==> src/rtl/tetris_pkg.sv <==
// Shared definitions for the piece-movement scheduling logic: command codes,
// scheduler states, default timing constants and a saturating counter helper.
package tetris_pkg;

    localparam int halfSec = 25000000;
    localparam int oneSec  = 50000000;

    localparam logic [1:0] CMD_GRAV  = 2'd0;
    localparam logic [1:0] CMD_DOWN  = 2'd1;
    localparam logic [1:0] CMD_LEFT  = 2'd2;
    localparam logic [1:0] CMD_RIGHT = 2'd3;

    typedef enum logic [1:0] {
        ST_IDLE       = 2'd0,
        ST_WAIT_BLANK = 2'd1,
        ST_ISSUE      = 2'd2
    } sched_state_e;

    function automatic logic [7:0] sat_add8(input logic [7:0] base, input logic [2:0] inc);
        logic [8:0] sum_s;
        sum_s = {1'b0, base} + {6'd0, inc};
        if (sum_s > 9'd255) begin
            sat_add8 = 8'd255;
        end else begin
            sat_add8 = sum_s[7:0];
        end
    endfunction

endpackage

==> src/rtl/gravity_timer.sv <==
// Level-dependent gravity down-counter; raises a one-cycle expiry pulse while
// the count sits at zero and reloads so that expiries are exactly one period apart.
module gravity_timer
    import tetris_pkg::*;
#(
    parameter int TICK_BASE = halfSec,
    parameter int TICK_STEP = 2000000,
    parameter int TICK_MIN  = 5000000,
    parameter int LEVEL_W   = 4,
    parameter int CNT_W     = 26
) (
    input  logic               vclk,
    input  logic               rst,
    input  logic               frz,
    input  logic [LEVEL_W-1:0] level,
    output logic               expire
);

    localparam int PW = CNT_W + LEVEL_W;

    logic [PW-1:0]    prod_s;
    logic [PW-1:0]    diff_s;
    logic [PW-1:0]    period_s;
    logic [CNT_W-1:0] cnt_r;
    logic [CNT_W-1:0] cnt_nxt_s;
    logic             expire_r;

    // Reload period: base minus level steps, floored; a wrap below zero also takes the floor
    always_comb begin
        prod_s = PW'(level) * PW'(TICK_STEP);
        diff_s = PW'(TICK_BASE) - prod_s;
        if (prod_s > PW'(TICK_BASE)) begin
            period_s = PW'(TICK_MIN);
        end else if (diff_s < PW'(TICK_MIN)) begin
            period_s = PW'(TICK_MIN);
        end else begin
            period_s = diff_s;
        end
    end

    // Zero always reloads (even under freeze) so an expiry coinciding with frz is kept
    always_comb begin
        if (cnt_r == {CNT_W{1'b0}}) begin
            cnt_nxt_s = CNT_W'(period_s - PW'(1));
        end else if (frz) begin
            cnt_nxt_s = cnt_r;
        end else begin
            cnt_nxt_s = cnt_r - CNT_W'(1);
        end
    end

    // Counter and registered expiry flag (high exactly while the count is zero)
    always_ff @(posedge vclk or negedge rst) begin
        if (!rst) begin
            cnt_r    <= CNT_W'(TICK_BASE);
            expire_r <= 1'b0;
        end else begin
            cnt_r    <= cnt_nxt_s;
            expire_r <= (cnt_nxt_s == {CNT_W{1'b0}});
        end
    end

    assign expire = expire_r;

endmodule

==> src/rtl/drop_scheduler.sv <==
// Captures gravity ticks and debounced move requests as pending flags and issues
// them one at a time on a valid/ready stream, only while the raster is blanked.
module drop_scheduler
    import tetris_pkg::*;
#(
    parameter int TICK_BASE = halfSec,
    parameter int TICK_STEP = 2000000,
    parameter int TICK_MIN  = 5000000,
    parameter int LEVEL_W   = 4,
    parameter int CNT_W     = 26
) (
    input  logic               vclk,
    input  logic               rst,
    input  logic               frz,
    input  logic               vblank,
    input  logic               left_req,
    input  logic               right_req,
    input  logic               down_req,
    input  logic [LEVEL_W-1:0] level,
    output logic               cmd_valid,
    output logic [1:0]         cmd,
    input  logic               cmd_ready,
    output logic [7:0]         drop_cnt
);

    sched_state_e state_r;
    sched_state_e state_nxt_s;

    // Pending flags and masks are indexed by command code
    logic [3:0] pend_r;
    logic [3:0] pend_nxt_s;
    logic [3:0] set_s;
    logic [3:0] clr_s;
    logic [3:0] grant_mask_s;
    logic [2:0] req_s;
    logic [2:0] req_prev_r;
    logic       grav_expire_s;
    logic       issue_s;
    logic       conflict_s;
    logic [1:0] grant_s;
    logic [2:0] drop_inc_s;
    logic       cmd_valid_r;
    logic [1:0] cmd_r;
    logic [7:0] drop_cnt_r;

    gravity_timer #(
        .TICK_BASE (TICK_BASE),
        .TICK_STEP (TICK_STEP),
        .TICK_MIN  (TICK_MIN),
        .LEVEL_W   (LEVEL_W),
        .CNT_W     (CNT_W)
    ) u_gravity_timer (
        .vclk   (vclk),
        .rst    (rst),
        .frz    (frz),
        .level  (level),
        .expire (grav_expire_s)
    );

    assign req_s        = {right_req, left_req, down_req};
    assign set_s        = {req_s & ~req_prev_r & {3{~frz}}, grav_expire_s};
    assign grant_mask_s = 4'b0001 << cmd_r;

    // Previous request levels; tracked even while frozen so no stale edge appears on thaw
    always_ff @(posedge vclk or negedge rst) begin
        if (!rst) begin
            req_prev_r <= 3'b000;
        end else begin
            req_prev_r <= req_s;
        end
    end

    // Scheduler state register
    always_ff @(posedge vclk or negedge rst) begin
        if (!rst) begin
            state_r <= ST_IDLE;
        end else begin
            state_r <= state_nxt_s;
        end
    end

    // Next state, arbitration with left/right conflict cancel, and grant clearing
    always_comb begin
        state_nxt_s = state_r;
        clr_s       = 4'b0000;
        issue_s     = 1'b0;
        conflict_s  = 1'b0;
        grant_s     = CMD_GRAV;
        case (state_r)
            ST_IDLE: begin
                if ((pend_r != 4'b0000) && !frz) begin
                    state_nxt_s = ST_WAIT_BLANK;
                end else begin
                    state_nxt_s = ST_IDLE;
                end
            end
            ST_WAIT_BLANK: begin
                if (vblank && !frz) begin
                    if (pend_r[CMD_LEFT] && pend_r[CMD_RIGHT]) begin
                        conflict_s = 1'b1;
                        clr_s      = 4'b1100;
                        if (((pend_r & 4'b0011) | set_s) != 4'b0000) begin
                            state_nxt_s = ST_WAIT_BLANK;
                        end else begin
                            state_nxt_s = ST_IDLE;
                        end
                    end else if (pend_r[CMD_GRAV]) begin
                        issue_s     = 1'b1;
                        grant_s     = CMD_GRAV;
                        state_nxt_s = ST_ISSUE;
                    end else if (pend_r[CMD_DOWN]) begin
                        issue_s     = 1'b1;
                        grant_s     = CMD_DOWN;
                        state_nxt_s = ST_ISSUE;
                    end else if (pend_r[CMD_LEFT]) begin
                        issue_s     = 1'b1;
                        grant_s     = CMD_LEFT;
                        state_nxt_s = ST_ISSUE;
                    end else if (pend_r[CMD_RIGHT]) begin
                        issue_s     = 1'b1;
                        grant_s     = CMD_RIGHT;
                        state_nxt_s = ST_ISSUE;
                    end else begin
                        state_nxt_s = ST_IDLE;
                    end
                end else begin
                    state_nxt_s = ST_WAIT_BLANK;
                end
            end
            ST_ISSUE: begin
                if (cmd_ready) begin
                    clr_s = grant_mask_s;
                    if (((pend_r & ~grant_mask_s) | set_s) != 4'b0000) begin
                        state_nxt_s = ST_WAIT_BLANK;
                    end else begin
                        state_nxt_s = ST_IDLE;
                    end
                end else begin
                    state_nxt_s = ST_ISSUE;
                end
            end
            default: begin
                state_nxt_s = ST_IDLE;
            end
        endcase
    end

    // Flag update (a set beats a same-cycle clear) and the number of requests lost this cycle
    always_comb begin
        pend_nxt_s = (pend_r & ~clr_s) | set_s;
        if (conflict_s) begin
            drop_inc_s = 3'd2;
        end else begin
            drop_inc_s = 3'd0;
        end
        for (int i = 0; i < 4; i++) begin
            if (set_s[i] && pend_r[i] && !clr_s[i]) begin
                drop_inc_s = drop_inc_s + 3'd1;
            end else begin
                drop_inc_s = drop_inc_s;
            end
        end
    end

    // Pending flags, drop counter and the registered command interface
    always_ff @(posedge vclk or negedge rst) begin
        if (!rst) begin
            pend_r      <= 4'b0000;
            drop_cnt_r  <= 8'd0;
            cmd_valid_r <= 1'b0;
            cmd_r       <= CMD_GRAV;
        end else begin
            pend_r     <= pend_nxt_s;
            drop_cnt_r <= sat_add8(drop_cnt_r, drop_inc_s);
            if (issue_s) begin
                cmd_valid_r <= 1'b1;
                cmd_r       <= grant_s;
            end else if ((state_r == ST_ISSUE) && cmd_ready) begin
                cmd_valid_r <= 1'b0;
            end else begin
                cmd_valid_r <= cmd_valid_r;
            end
        end
    end

    assign cmd_valid = cmd_valid_r;
    assign cmd       = cmd_r;
    assign drop_cnt  = drop_cnt_r;

endmodule

==> config.mk <==
export PLATFORM = sky130hd
export DESIGN_NAME = drop_scheduler
export DESIGN_NICKNAME = d
export VERILOG_FILES = /design/src/rtl/tetris_pkg.sv /design/src/rtl/gravity_timer.sv /design/src/rtl/drop_scheduler.sv
export SDC_FILE = /design/constraint.sdc
export NUM_CORES = 1
export LEC_CHECK = 0
export BUFFER_PORTS_ARGS = -buffer_cell sky130_fd_sc_hd__clkbuf_2
export CELL_PAD_IN_SITES_DETAIL_PLACEMENT = 1
export CELL_PAD_IN_SITES_GLOBAL_PLACEMENT = 1
export CORE_MARGIN = 8
export CORE_UTILIZATION = 48
export DETAILED_ROUTE_END_ITERATION = 8
export PLACE_DENSITY = 0.82
export REMOVE_ABC_BUFFERS = 1
export SLEW_MARGIN = 20
export SYNTH_ARGS = -nofsm -noshare
export SYNTH_HDL_FRONTEND = slang
export SYNTH_HIERARCHICAL = 1
export SYNTH_SLANG_ARGS = --single-unit
==> constraint.sdc <==
create_clock -name vclk -period 4.7 [get_ports vclk]
set_clock_uncertainty 0.1 [all_clocks]
set_input_delay 0.47 -clock vclk [delete_from_list [all_inputs] [get_ports vclk]]
set_output_delay 0.47 -clock vclk [all_outputs]
set_load 0.05 [all_outputs]
==> flow_summary.json <==
{
  "worstSetupPathType": "primary input to register",
  "detail_route.wl_per_cell_um": 18.1,
  "status": "complete, no violations",
  "insertion_delay_ns": 0.31,
  "antenna_found_initial": 0,
  "grt_overflow": 0,
  "dieHeight_um": 108,
  "setup_tns_ns": 0,
  "syn_to_final_growth_pct": 8.69,
  "period_minus_slack_ns": 4.42,
  "cap_violations": 0,
  "ir_drop_v": 0.000196,
  "gp_congestion": 0.832,
  "max_stage_delay_ns": 0.55,
  "cts-buffers-inserted": 5,
  "tightest_slew_ns": 0.697,
  "clock_sinks": 47,
  "final_common_cell": "nor2_1",
  "grt_pass1_wl_um": 17900,
  "antenna_left": 0,
  "synth_edf_count": 0,
  "cts_setup_buffers": 0,
  "grt_pass1_vias": 3703,
  "critPathMaxFanout": 7,
  "first_pass_iters": 4,
  "drc": 0,
  "synth-seq-area-share_pct": 29.2,
  "setup_ws_ns": 0.283,
  "final_cell_mix": "44 x nor2_1, 40 x nand2_1, 35 x dfrtp_1",
  "yosys_warnings": 6,
  "dieWidth_um": 108,
  "clk_pin_slew_ns": 0.10,
  "synth-seq-cells": 47,
  "max_freq_mhz": 226,
  "yosys-top-cells-area": "dfrtp_1 21%, ha_1 9.2%, dfstp_2 7.7%",
  "antennaDiodeCount": 0,
  "rows": 33,
  "async_flop_share_pct": 100,
  "required_ns": 4.85,
  "pre_cts_ws_ns": -0.0770,
  "post_cts_resized": 0,
  "drive_above_1_share_pct": 15.9,
  "p_per_area_nw_per_um2": 457,
  "crit_slowest_cell": "fa_1",
  "die-area_um2": 11700,
  "start_util_pct": 49.6,
  "routed-via-count": 3422,
  "hold_class": "primary input to asynchronous set/reset pin",
  "crit_arrival_ns": 4.56,
  "ioPinCount": 23,
  "cts_tree": "built",
  "routed_wirelength_um": 10500,
  "post_dp_cell_area_um2": 4300,
  "postCtsHoldBufs": 0,
  "postSynthCellCount": 454,
  "portBuffers": 22,
  "synth_top_area_share_pct": 21.5,
  "p_leak_nw": 1.91,
  "synth.avg_cell_area_um2": 8.98,
  "worst_setup_path_end_kind": "register",
  "drtIter0Drc": 161,
  "h-tree-depth": 2,
  "hpwl_um": 8560,
  "grt_max_degree": 48,
  "maxSlewViolCount": 0,
  "cp_cell_sequence": "clkbuf_2 -> fa_1 -> inv_1 -> fa_1 -> inv_1 -> ha_1 -> a211oi_1 -> or4b_1 -> nand4_1 -> a31oi_2 -> nor2_1 -> nor4_1 -> o21ai_2 -> a2bb2oi_1 -> nor4_2 -> o211a_1",
  "rsz0062_at_grt": "false",
  "core_area_um2": 8220,
  "synth_area_um2": 4080,
  "synth_top_area_cell": "dfrtp_1",
  "relSlewSlack_pct": 53.5,
  "finalSetupViolCount": 0,
  "via_per_inst": 5.87,
  "cts_buffer_depth": 2,
  "root_buffer": "clkbuf_8",
  "synth_flop_cell": "dfrtp_1",
  "design_area_um2": 4430,
  "period_share_pct": 94.0,
  "worst_setup_path_start_kind": "primary input",
  "fin_nets": 525,
  "grt_use_total_pct": 18.7,
  "synth_cell_type_count": 84,
  "hold_viol_final": 0
}
## cells in the mapped netlist, types with 4 or more instances
cell,instances
inv_1,24
nand2_1,40
dfrtp_1,35
nand4_1,6
a21o_1,4
dfstp_2,12
and2_1,4
nor3_1,10
xor2_1,22
a21oi_1,19
nor4_1,5
nor3b_1,6
ha_1,30
a31oi_1,6
nand2b_1,11
nor2_1,44
nand3_1,14
o31ai_1,4
or4_1,4
fa_1,6
or3_1,9
o21ai_0,18
xnor2_1,23
nor2b_1,8
clkbuf_1,7
## per-layer routing
layer  vias up  global-route usage, %  share of wire (%)
li1       1660                      -                  -
met1      1699                   22.3                 43
met2        53                   34.3                 52
met3        10                   2.80                3.9
met4         0                   4.16               0.97
met5         -                      0                  0
## layout make-up
cell class / instances / area (um2)
repair buffers: 29 / 163
fillers: 987 / 3790
inverters: 24 / 90.1
clock buffers: 6 / 82.6
flip-flops and latches: 47 / 1190
multi-input cells: 370 / 2730
clock inverters: 2 / 38.8
well taps: 105 / 131
## flip-flops by register name, indices dropped and copies added, names as in the netlist
register and flops:
cmd_valid 1, drop_cnt 8, u_gravity_timer/cnt_r 26, cmd 2, req_prev_r 3, state_r 2
pend_r 4, u_gravity_timer/expire 1
## worst paths after layout
path	start	to	slack [ns]	cells after the start
max reg2reg	state_r[0]$_DFF_PN0_	drop_cnt[5]$_DFF_PN0_	0.59	17
min reg2reg	cmd_valid$_DFFE_PN0P_	cmd_valid$_DFFE_PN0P_	0.40	2
min	rst	state_r[0]$_DFF_PN0_	0.15	2
min in group vclk	right_req	req_prev_r[2]$_DFF_PN0_	0.18	1
max in group asynchronous	rst	u_gravity_timer/cnt_r[10]$_DFF_PN0_	3.94	2
max	level[3]	u_gravity_timer/expire$_DFF_PN0_	0.28	16
## where the power goes
group	switching [mW]	total, mW	leakage (nW)	internal [mW]
clock	0.143	0.318	0.0618	0.175
combinational	0.576	0.943	1.31	0.367
sequential	0.207	0.761	0.544	0.554
total	0.927	2.02	1.91	1.10
## critical path: cells and delay by family
kind | cells | cell delay, ns
AO/OA/AOI/OAI | 5 | 1.29
adder cells (fa/ha/maj) | 3 | 1.28
buffers and inverters | 3 | 0.29
AND/OR/NAND/NOR | 5 | 1.21
## through the flow
step	hold slack, ns	util, %	cells	power (mW)
2_1_floorplan	0.0744	-	441	1.43
3_3_place_gp	0.360	52.3	575	1.65
3_5_place_dp	0.377	52.3	575	1.71
4_1_cts	0.163	53.8	583	2.04
5_1_grt	0.168	53.9	583	2.18
6_report	0.147	53.9	583	2.02
## kinds of logic after synthesis
kind of cell	count (synthesis)	synth area share [%]
AOI/OAI and AO/OA	86	15.0
xor gates and xnor gates	48	11.0
adders and majority gates	36	12.2
buffers and inverters	37	3.96
DFF	47	29.2
muxes	4	1.11
and+or+nand+nor	196	27.5
Power figures use the tool's default switching activity.
